[src/rtl/requantizer.sv]
`default_nettype none
// ============================================================================
//  Module  : requantizer
//  Brief   : Per-channel gain/shift/bias requantizer with saturation,
//            two-stage valid/ready pipeline and saturation event counter.
//  Rev     : 1.0  initial release
// ============================================================================
module requantizer #(
    parameter int DATA_W = 32,
    parameter int GAIN_W = 16,
    parameter int OUT_W  = 8,
    parameter int NCH    = 4
) (
    input  logic                       clk,
    input  logic                       reset,
    input  logic                       cfg_we,
    input  logic [$clog2(NCH)-1:0]     cfg_addr,
    input  logic signed [GAIN_W-1:0]   cfg_gain,
    input  logic signed [DATA_W-1:0]   cfg_bias,
    input  logic [4:0]                 cfg_shift,
    input  logic                       cfg_round,
    input  logic                       s_valid,
    output logic                       s_ready,
    input  logic signed [DATA_W-1:0]   s_data,
    input  logic [$clog2(NCH)-1:0]     s_ch,
    output logic                       m_valid,
    input  logic                       m_ready,
    output logic signed [OUT_W-1:0]    m_data,
    output logic                       m_sat,
    input  logic                       sat_clr,
    output logic [15:0]                sat_count
);

    localparam int c_cw = $clog2(NCH);
    localparam int c_pw = DATA_W + GAIN_W;

    logic signed [GAIN_W-1:0] r_gain  [NCH];
    logic signed [DATA_W-1:0] r_bias  [NCH];
    logic [4:0]               r_shift [NCH];
    logic                     r_round [NCH];

    // Addresses at or beyond NCH match no slot and are therefore dropped.
    for (genvar g = 0; g < NCH; g++) begin : g_slot
        always_ff @(posedge clk or posedge reset) begin
            if (reset) begin
                r_gain[g]  <= GAIN_W'(1);
                r_bias[g]  <= '0;
                r_shift[g] <= '0;
                r_round[g] <= 1'b0;
            end else if (cfg_we && (cfg_addr == c_cw'(g))) begin
                r_gain[g]  <= cfg_gain;
                r_bias[g]  <= cfg_bias;
                r_shift[g] <= cfg_shift;
                r_round[g] <= cfg_round;
            end
        end
    end

    logic                     w_adv;
    logic [c_cw-1:0]          w_sel;
    logic signed [GAIN_W-1:0] w_gain_sel;
    logic signed [c_pw-1:0]   w_prod;

    logic                     r_s1_valid;
    logic signed [c_pw-1:0]   r_s1_prod;
    logic signed [DATA_W-1:0] r_s1_bias;
    logic [4:0]               r_s1_shift;
    logic                     r_s1_round;

    logic                     r_m_valid;
    logic signed [OUT_W-1:0]  r_m_data;
    logic                     r_m_sat;
    logic [15:0]              r_sat_count;

    assign w_adv      = !r_m_valid || m_ready;
    assign s_ready    = w_adv;
    assign w_sel      = (32'(s_ch) < 32'(NCH)) ? s_ch : '0;
    assign w_gain_sel = r_gain[w_sel];
    assign w_prod     = s_data * w_gain_sel;

    always_ff @(posedge clk or posedge reset) begin
        if (reset) begin
            r_s1_valid <= 1'b0;
            r_s1_prod  <= '0;
            r_s1_bias  <= '0;
            r_s1_shift <= '0;
            r_s1_round <= 1'b0;
        end else if (w_adv) begin
            r_s1_valid <= s_valid;
            if (s_valid) begin
                r_s1_prod  <= w_prod;
                r_s1_bias  <= r_bias[w_sel];
                r_s1_shift <= r_shift[w_sel];
                r_s1_round <= r_round[w_sel];
            end
        end
    end

    logic signed [c_pw-1:0]  w_rnd;
    logic signed [c_pw-1:0]  w_sum;
    logic signed [c_pw-1:0]  w_r;
    logic signed [c_pw-1:0]  w_v;
    logic                    w_fits;
    logic signed [OUT_W-1:0] w_out;

    assign w_rnd  = (r_s1_round && (r_s1_shift != 5'd0))
                  ? ({{(c_pw-1){1'b0}}, 1'b1} << (r_s1_shift - 5'd1)) : '0;
    assign w_sum  = r_s1_prod + w_rnd;
    assign w_r    = w_sum >>> r_s1_shift;
    assign w_v    = w_r + {{(c_pw-DATA_W){r_s1_bias[DATA_W-1]}}, r_s1_bias};
    // In range exactly when every bit above the output sign bit copies it.
    assign w_fits = (w_v[c_pw-1:OUT_W-1] == {(c_pw-OUT_W+1){w_v[c_pw-1]}});
    assign w_out  = w_fits ? w_v[OUT_W-1:0]
                  : (w_v[c_pw-1] ? {1'b1, {(OUT_W-1){1'b0}}} : {1'b0, {(OUT_W-1){1'b1}}});

    always_ff @(posedge clk or posedge reset) begin
        if (reset) begin
            r_m_valid <= 1'b0;
            r_m_data  <= '0;
            r_m_sat   <= 1'b0;
        end else if (w_adv) begin
            r_m_valid <= r_s1_valid;
            if (r_s1_valid) begin
                r_m_data <= w_out;
                r_m_sat  <= !w_fits;
            end
        end
    end

    always_ff @(posedge clk or posedge reset) begin
        if (reset) begin
            r_sat_count <= '0;
        end else if (sat_clr) begin
            r_sat_count <= '0;
        end else if (r_m_valid && m_ready && r_m_sat && (r_sat_count != 16'hFFFF)) begin
            r_sat_count <= r_sat_count + 16'd1;
        end
    end

    assign m_valid   = r_m_valid;
    assign m_data    = r_m_data;
    assign m_sat     = r_m_sat;
    assign sat_count = r_sat_count;

endmodule
`default_nettype wire

[config.mk]
export PLATFORM = sky130hd
export DESIGN_NAME = requantizer
export DESIGN_NICKNAME = d
export VERILOG_FILES = /design/src/rtl/requantizer.sv
export SDC_FILE = /design/constraint.sdc
export NUM_CORES = 2
export LEC_CHECK = 0
export CORE_ASPECT_RATIO = 1.5
export CORE_MARGIN = 2
export CORE_UTILIZATION = 40
export CTS_CLUSTER_SIZE = 14
export DETAILED_ROUTE_END_ITERATION = 10
export GPL_TIMING_DRIVEN = 0
export SLEW_MARGIN = 20
export SYNTH_ARGS = -nofsm -noshare
export SYNTH_HDL_FRONTEND = slang
export SYNTH_SLANG_ARGS = --single-unit
[constraint.sdc]
create_clock -name clk -period 28.2 [get_ports clk]
set_clock_uncertainty 0.2 [all_clocks]
set_input_delay 2.82 -clock clk [delete_from_list [all_inputs] [get_ports clk]]
set_output_delay 2.82 -clock clk [all_outputs]
set_load 0.01 [all_outputs]
Word-level counts from Yosys, hierarchy flattened
Cells that the tools add are included.
{"block": "totals", "register_bits": 329, "input_bits": 96}
{"block": "op_classes", "bitwise_logic": 1, "n_eq_ne": 5, "order_cmp": 1, "muxes": 17, "multipliers": 1, "reduce_logical": 16, "n_addsub": 4, "shift": 2}
{"cell": "48-bit adder", "n": 2}
{"cell": "32-bit binary-select mux with 2-bit select", "n": 1}
{"cell": "16-bit two-way mux", "n": 4}
{"cell": "32-bit two-way mux", "n": 2}
{"cell": "32-bit by 16-bit multiplier with 48-bit output", "n": 1}
{"cell": "48-bit two-way mux", "n": 1}
{"cell": "1-bit by 5-bit left shift with 48-bit output, first input constant", "n": 1}
{"cell": "48-bit by 5-bit >>> shifter with 48-bit output", "n": 1}
{"cell": "40-bit equality test", "n": 1}
{"cell": "16-bit binary-select mux with 2-bit select", "n": 1}
{"cell": "16-bit by 1-bit adder with 16-bit output, second input constant", "n": 1}
{"cell": "8-bit two-way mux", "n": 2}
{"cell": "16-bit != test, second input constant", "n": 1}
{"cell": "5-bit binary-select mux with 2-bit select", "n": 1}
{"cell": "5-bit two-way mux", "n": 2}
{"cell": "1-bit logical AND", "n": 8}
{"cell": "5-bit nonzero test", "n": 1}
{"cell": "5-bit by 1-bit subtractor with 5-bit output, second input constant", "n": 1}
{"cell": "2-bit equality test, second input constant", "n": 2}
{"cell": "2-bit AND reduction", "n": 2}
{"cell": "3-bit greater-or-equal comparator, second input constant", "n": 1}
{"cell": "2-bit NOT with 3-bit output", "n": 1}
{"cell": "1-bit binary-select mux with 2-bit select", "n": 1}
{"cell": "2-bit by 1-bit equality test with 1-bit output, second input constant", "n": 1}
{"cell": "5 further kinds", "n": 7}

Longest topological paths before layout
{"block": "logic_depth", "depth_word": 8, "ltp_mapped": 36}

Worst setup path after synthesis
No wires, ideal clock.
{"block": "synth_path", "path_kind": "in2reg", "startpoint": "input port s_ch[0]", "endpoint": "register r_s1_prod[45]", "stages": 27, "arrival_time_ps": 10798, "setup_slack_ps": 17114, "setup_ps": 88, "required_ps": 27912, "path_cell_list": "clkbuf_1 -> buf_1 -> mux4_2 -> clkbuf_1 -> and2_1 -> fa_1 -> inv_1 -> fa_1 -> fa_1 -> fa_1 -> fa_1 -> fa_1 -> inv_1 -> ha_1 -> clkbuf_1 -> nand2_1 -> o21ai_0 -> a2111oi_0 -> a211o_1 -> a311oi_1 -> a41oi_1 -> a21oi_1 -> nand2_1 -> o21ai_0 -> a2111oi_0 -> or4_1 -> a41oi_1"}
{"block": "synth_via", "elab_chain_cells": 5}
{"element": "start, declared", "line": "25", "source": "input logic [$clog2(NCH)-1:0] s_ch,"}
{"element": "2-bit NOT with 3-bit output (implied by the code)", "line": "78", "source": "assign w_gain_sel = r_gain[w_sel];"}
{"element": "16-bit binary-select mux with 2-bit select", "line": "78"}
{"element": "16-bit two-way mux (implied by the code) (2 in a row)", "line": "78"}
{"element": "32-bit by 16-bit multiplier with 48-bit output", "line": "79", "source": "assign w_prod = s_data * w_gain_sel;"}
{"element": "end signal, assigned", "line": "91", "source": "r_s1_prod <= w_prod;"}
{"element": "end, declared", "line": "65", "source": "logic signed [c_pw-1:0] r_s1_prod;"}
No other way between the ends. The select of a mux whose other input is x is not followed.
A chain may end at the register's enable or synchronous reset.

Worst setup path after layout
Ends and elaborated chain as after synthesis.

==> flow_summary.toml <==
[outcome]
status = "finished, final reports clean"

[timing]
max_freq_mhz = 78.5
finalMaxSlewViolations = 0
worst_pin_slew_ps = 1130
tns_ps = 0
finalHoldViolations = 0
finalCritPeriodShare_pct = 45.2
relSlewSlack_pct = 24.6
fin_crit_ps = 12730
finalSetupViolations = 0
rsz0062_at_grt = "false"

[placement]
gp_congestion = 0.985
dp_cells = 5648
portBuffers = 119
dpl.hpwl_um = 110000

[cells_and_area]
areaGrowthSynthToFinish_pct = 10.5
nFillCells = 9821
nets = 5170
drive_gt1_share_pct = 10.6
final_cells = 5717

[global_route]
antenna_found_initial = 4
first_global_vias = 34611
grt_start_max_net_pins = 106
grt_remaining_overflow = 0
grt_pass1_wl_um = 208000
grtUsageTotal_pct = 26.5

[synthesis]
avgSynthCellArea_um2 = 9.52
syn_nets = 5009
synth_seq_cells = 329
ys_seq_area_share_pct = 20.4
synth_edf_count = 0
ys.flop_type = "dfrtp_1"
synthArstFlopShare_pct = 100
syn_area_um2 = 40300
synth_warnings = 0
netlist_instances = 4230
synth_cell_types = 93

[worst_setup_path]
max_stage_delay_ps = 820
r2r_start = "r_s1_shift[0]"
cp-endpoint = "r_s1_prod[45]"
worst-setup-path-type = "in2reg"
worstPathMaxFanout = 10
crit_buf_inv = 6
crit_top_cell = "fa_1"
worstPathArrival_ps = 12950
crit_start = "s_ch[0]"
ff2ff_setup_slack_ps = 15910
critPathSlowestCell = "buf_1"
end_kind = "flop"
r2r_cells = 36
crit_path_start_kind = "input pin"
worstPathRequired_ps = 28410
crit_family = "adder cells"
path_depth = 27
r2r-end = "m_data[2]"

[cts]
clk_pin_slew_worst_paths_ps = 60
cts_buffers = 36
clock_latency_ps = 590
cts_sinks = 329
cts.htree.levels = 2
cts_tree = "yes"
root_buffer = "clkbuf_16"
ctsLongestPathBuffers = 3
cts_setup_buffers = 0
cts_resized = 0
cts_hold_buffers = 0

[floorplan]
fp-row-count = 142
fp.dieW_um = 263
die-area_um2 = 103000
pin_count = 123
start_util_pct = 40.3
die_y_um = 393
core_um2 = 99900

[route]
dr.first_iter.drc_count = 1892
drc = 0
vias = 32272
antenna_left = 0
via_per_inst = 5.64
wire_per_inst_um = 23.6
drt-total-wl_um = 135000
drt_pass1_iterations = 5

[flow_run]
max-cap-violations = 0

[min_path]
hp-class = "reg2reg"
Yosys cell counts (15+ instances only):
library cell | count | share of area [%]
a211oi_1 | 32 | 0.60
a21o_1 | 89 | 1.7
a21oi_1 | 187 | 2.3
a221o_1 | 18 | 0.45
a31oi_1 | 25 | 0.39
and2_1 | 208 | 3.2
and3_1 | 36 | 0.56
buf_1 | 23 | 0.21
clkbuf_1 | 200 | 1.9
dfrtp_1 | 325 | 20
fa_1 | 488 | 24
ha_1 | 195 | 6.1
inv_1 | 518 | 4.8
mux2_2 | 279 | 7.8
mux2i_1 | 44 | 1.1
mux4_2 | 64 | 3.6
nand2_1 | 511 | 4.8
nand2b_1 | 46 | 0.71
nand3_1 | 61 | 0.76
nand4_1 | 35 | 0.54
nor2_1 | 163 | 1.5
nor2b_1 | 18 | 0.28
nor3_1 | 41 | 0.51
o211ai_1 | 28 | 0.52
o21a_1 | 19 | 0.35
o21ai_0 | 138 | 1.7
o21bai_1 | 21 | 0.39
o31ai_1 | 15 | 0.28
or3_1 | 28 | 0.43
xnor2_1 | 74 | 1.6
xor2_1 | 54 | 1.2
registers in the layout (all words and copies together), names as in the netlist:
signal / flops
m_data: 8
m_sat: 1
m_valid: 1
r_bias: 128
r_gain: 64
r_round: 4
r_s1_bias: 32
r_s1_prod: 48
r_s1_round: 1
r_s1_shift: 5
r_s1_valid: 1
r_shift: 20
sat_count: 16
cells by family (layout without fill, tap and decap cells):
logic type,after synthesis,in the layout,synth area share (%)
buf+inv,757,946,7.09
compound gates,732,732,12.2
fa+ha+maj,683,683,30.3
other cells,1,3,0.00931
simple gates,1211,1211,14.6
flops,329,329,20.4
mux,387,387,12.5
xor+xnor,130,130,2.89
metrics by stage:
step | hold slack [ps] | worst slack [ps] | area (um2) | util, %
floorplan | 251 | 16080 | 40300 | -
global placement | 270 | 11770 | 43100 | 43.2
detailed placement | 274 | 14720 | 43200 | 43.3
CTS | 292 | 15290 | 44500 | 44.5
global route | 307 | 14860 | 44500 | 44.6
finish | 284 | 15470 | 44500 | 44.6
cell type report:
| class | count | area (um2) | share of cell area, % |
|---|---|---|---|
| Tap cell | 1296 | 1620 | 3.64 |
| Clock buffer | 49 | 991 | 2.23 |
| Antenna cell | 2 | 5.00 | 0.0112 |
| Sequential cell | 329 | 8240 | 18.5 |
| Buffer | 236 | 902 | 2.03 |
| Inverter | 521 | 1960 | 4.41 |
| Multi-Input combinational cell | 3144 | 29200 | 65.6 |
| Timing Repair Buffer | 123 | 1280 | 2.88 |
| Clock inverter | 17 | 290 | 0.652 |
layout by cell type (no fill, tap or decap), types with 19 or more instances in the layout:
master and count:
a211oi_1 32, a21o_1 89, a21oi_1 187, a31oi_1 25, and2_1 208, and3_1 36, buf_1 23, clkbuf_1 210
clkbuf_16 37, clkdlybuf4s50_1 119, dfrtp_1 325, fa_1 488, ha_1 195, inv_1 517, mux2_2 279, mux2i_1 44
mux4_2 64, nand2_1 511, nand2b_1 46, nand3_1 61, nand4_1 35, nor2_1 163, nor3_1 41, o211ai_1 28
o21a_1 19, o21ai_0 138, o21bai_1 21, or3_1 28, xnor2_1 73, xor2_1 54
worst register-to-register path: cells and delay by family, from the launching register on:
kind | cells | cell delay, ps
compound gates | 10 | 3250
simple gates | 14 | 3980
fa+ha+maj | 2 | 750
mux | 1 | 300
buf+inv | 8 | 2990
flops | 1 | 330
xor+xnor | 1 | 400
routing by layer:
layer	GRT usage (%)	share of wire (%)	wire [um]
met3	2.66	3.9	5260
met2	49.4	52	70500
met1	27.8	36	48100
met4	19.0	8.4	11300
met5	0	0.027	36
worst min-delay path by stage:
stage	start	to	depth (start not counted)
3_5_place_dp	r_s1_valid	m_valid	2
4_1_cts	r_s1_valid	m_valid	2
2_1_floorplan	r_s1_valid	m_valid	2
3_3_place_gp	r_s1_prod[24]	r_s1_prod[24]	2
6_report	r_s1_prod[26]	r_s1_prod[26]	2
5_1_grt	r_bias[59]	r_bias[59]	1
Power is left out: the tool's default activity adds up to more than one toggle a clock period on the data nets, which glitch-free logic cannot reach.
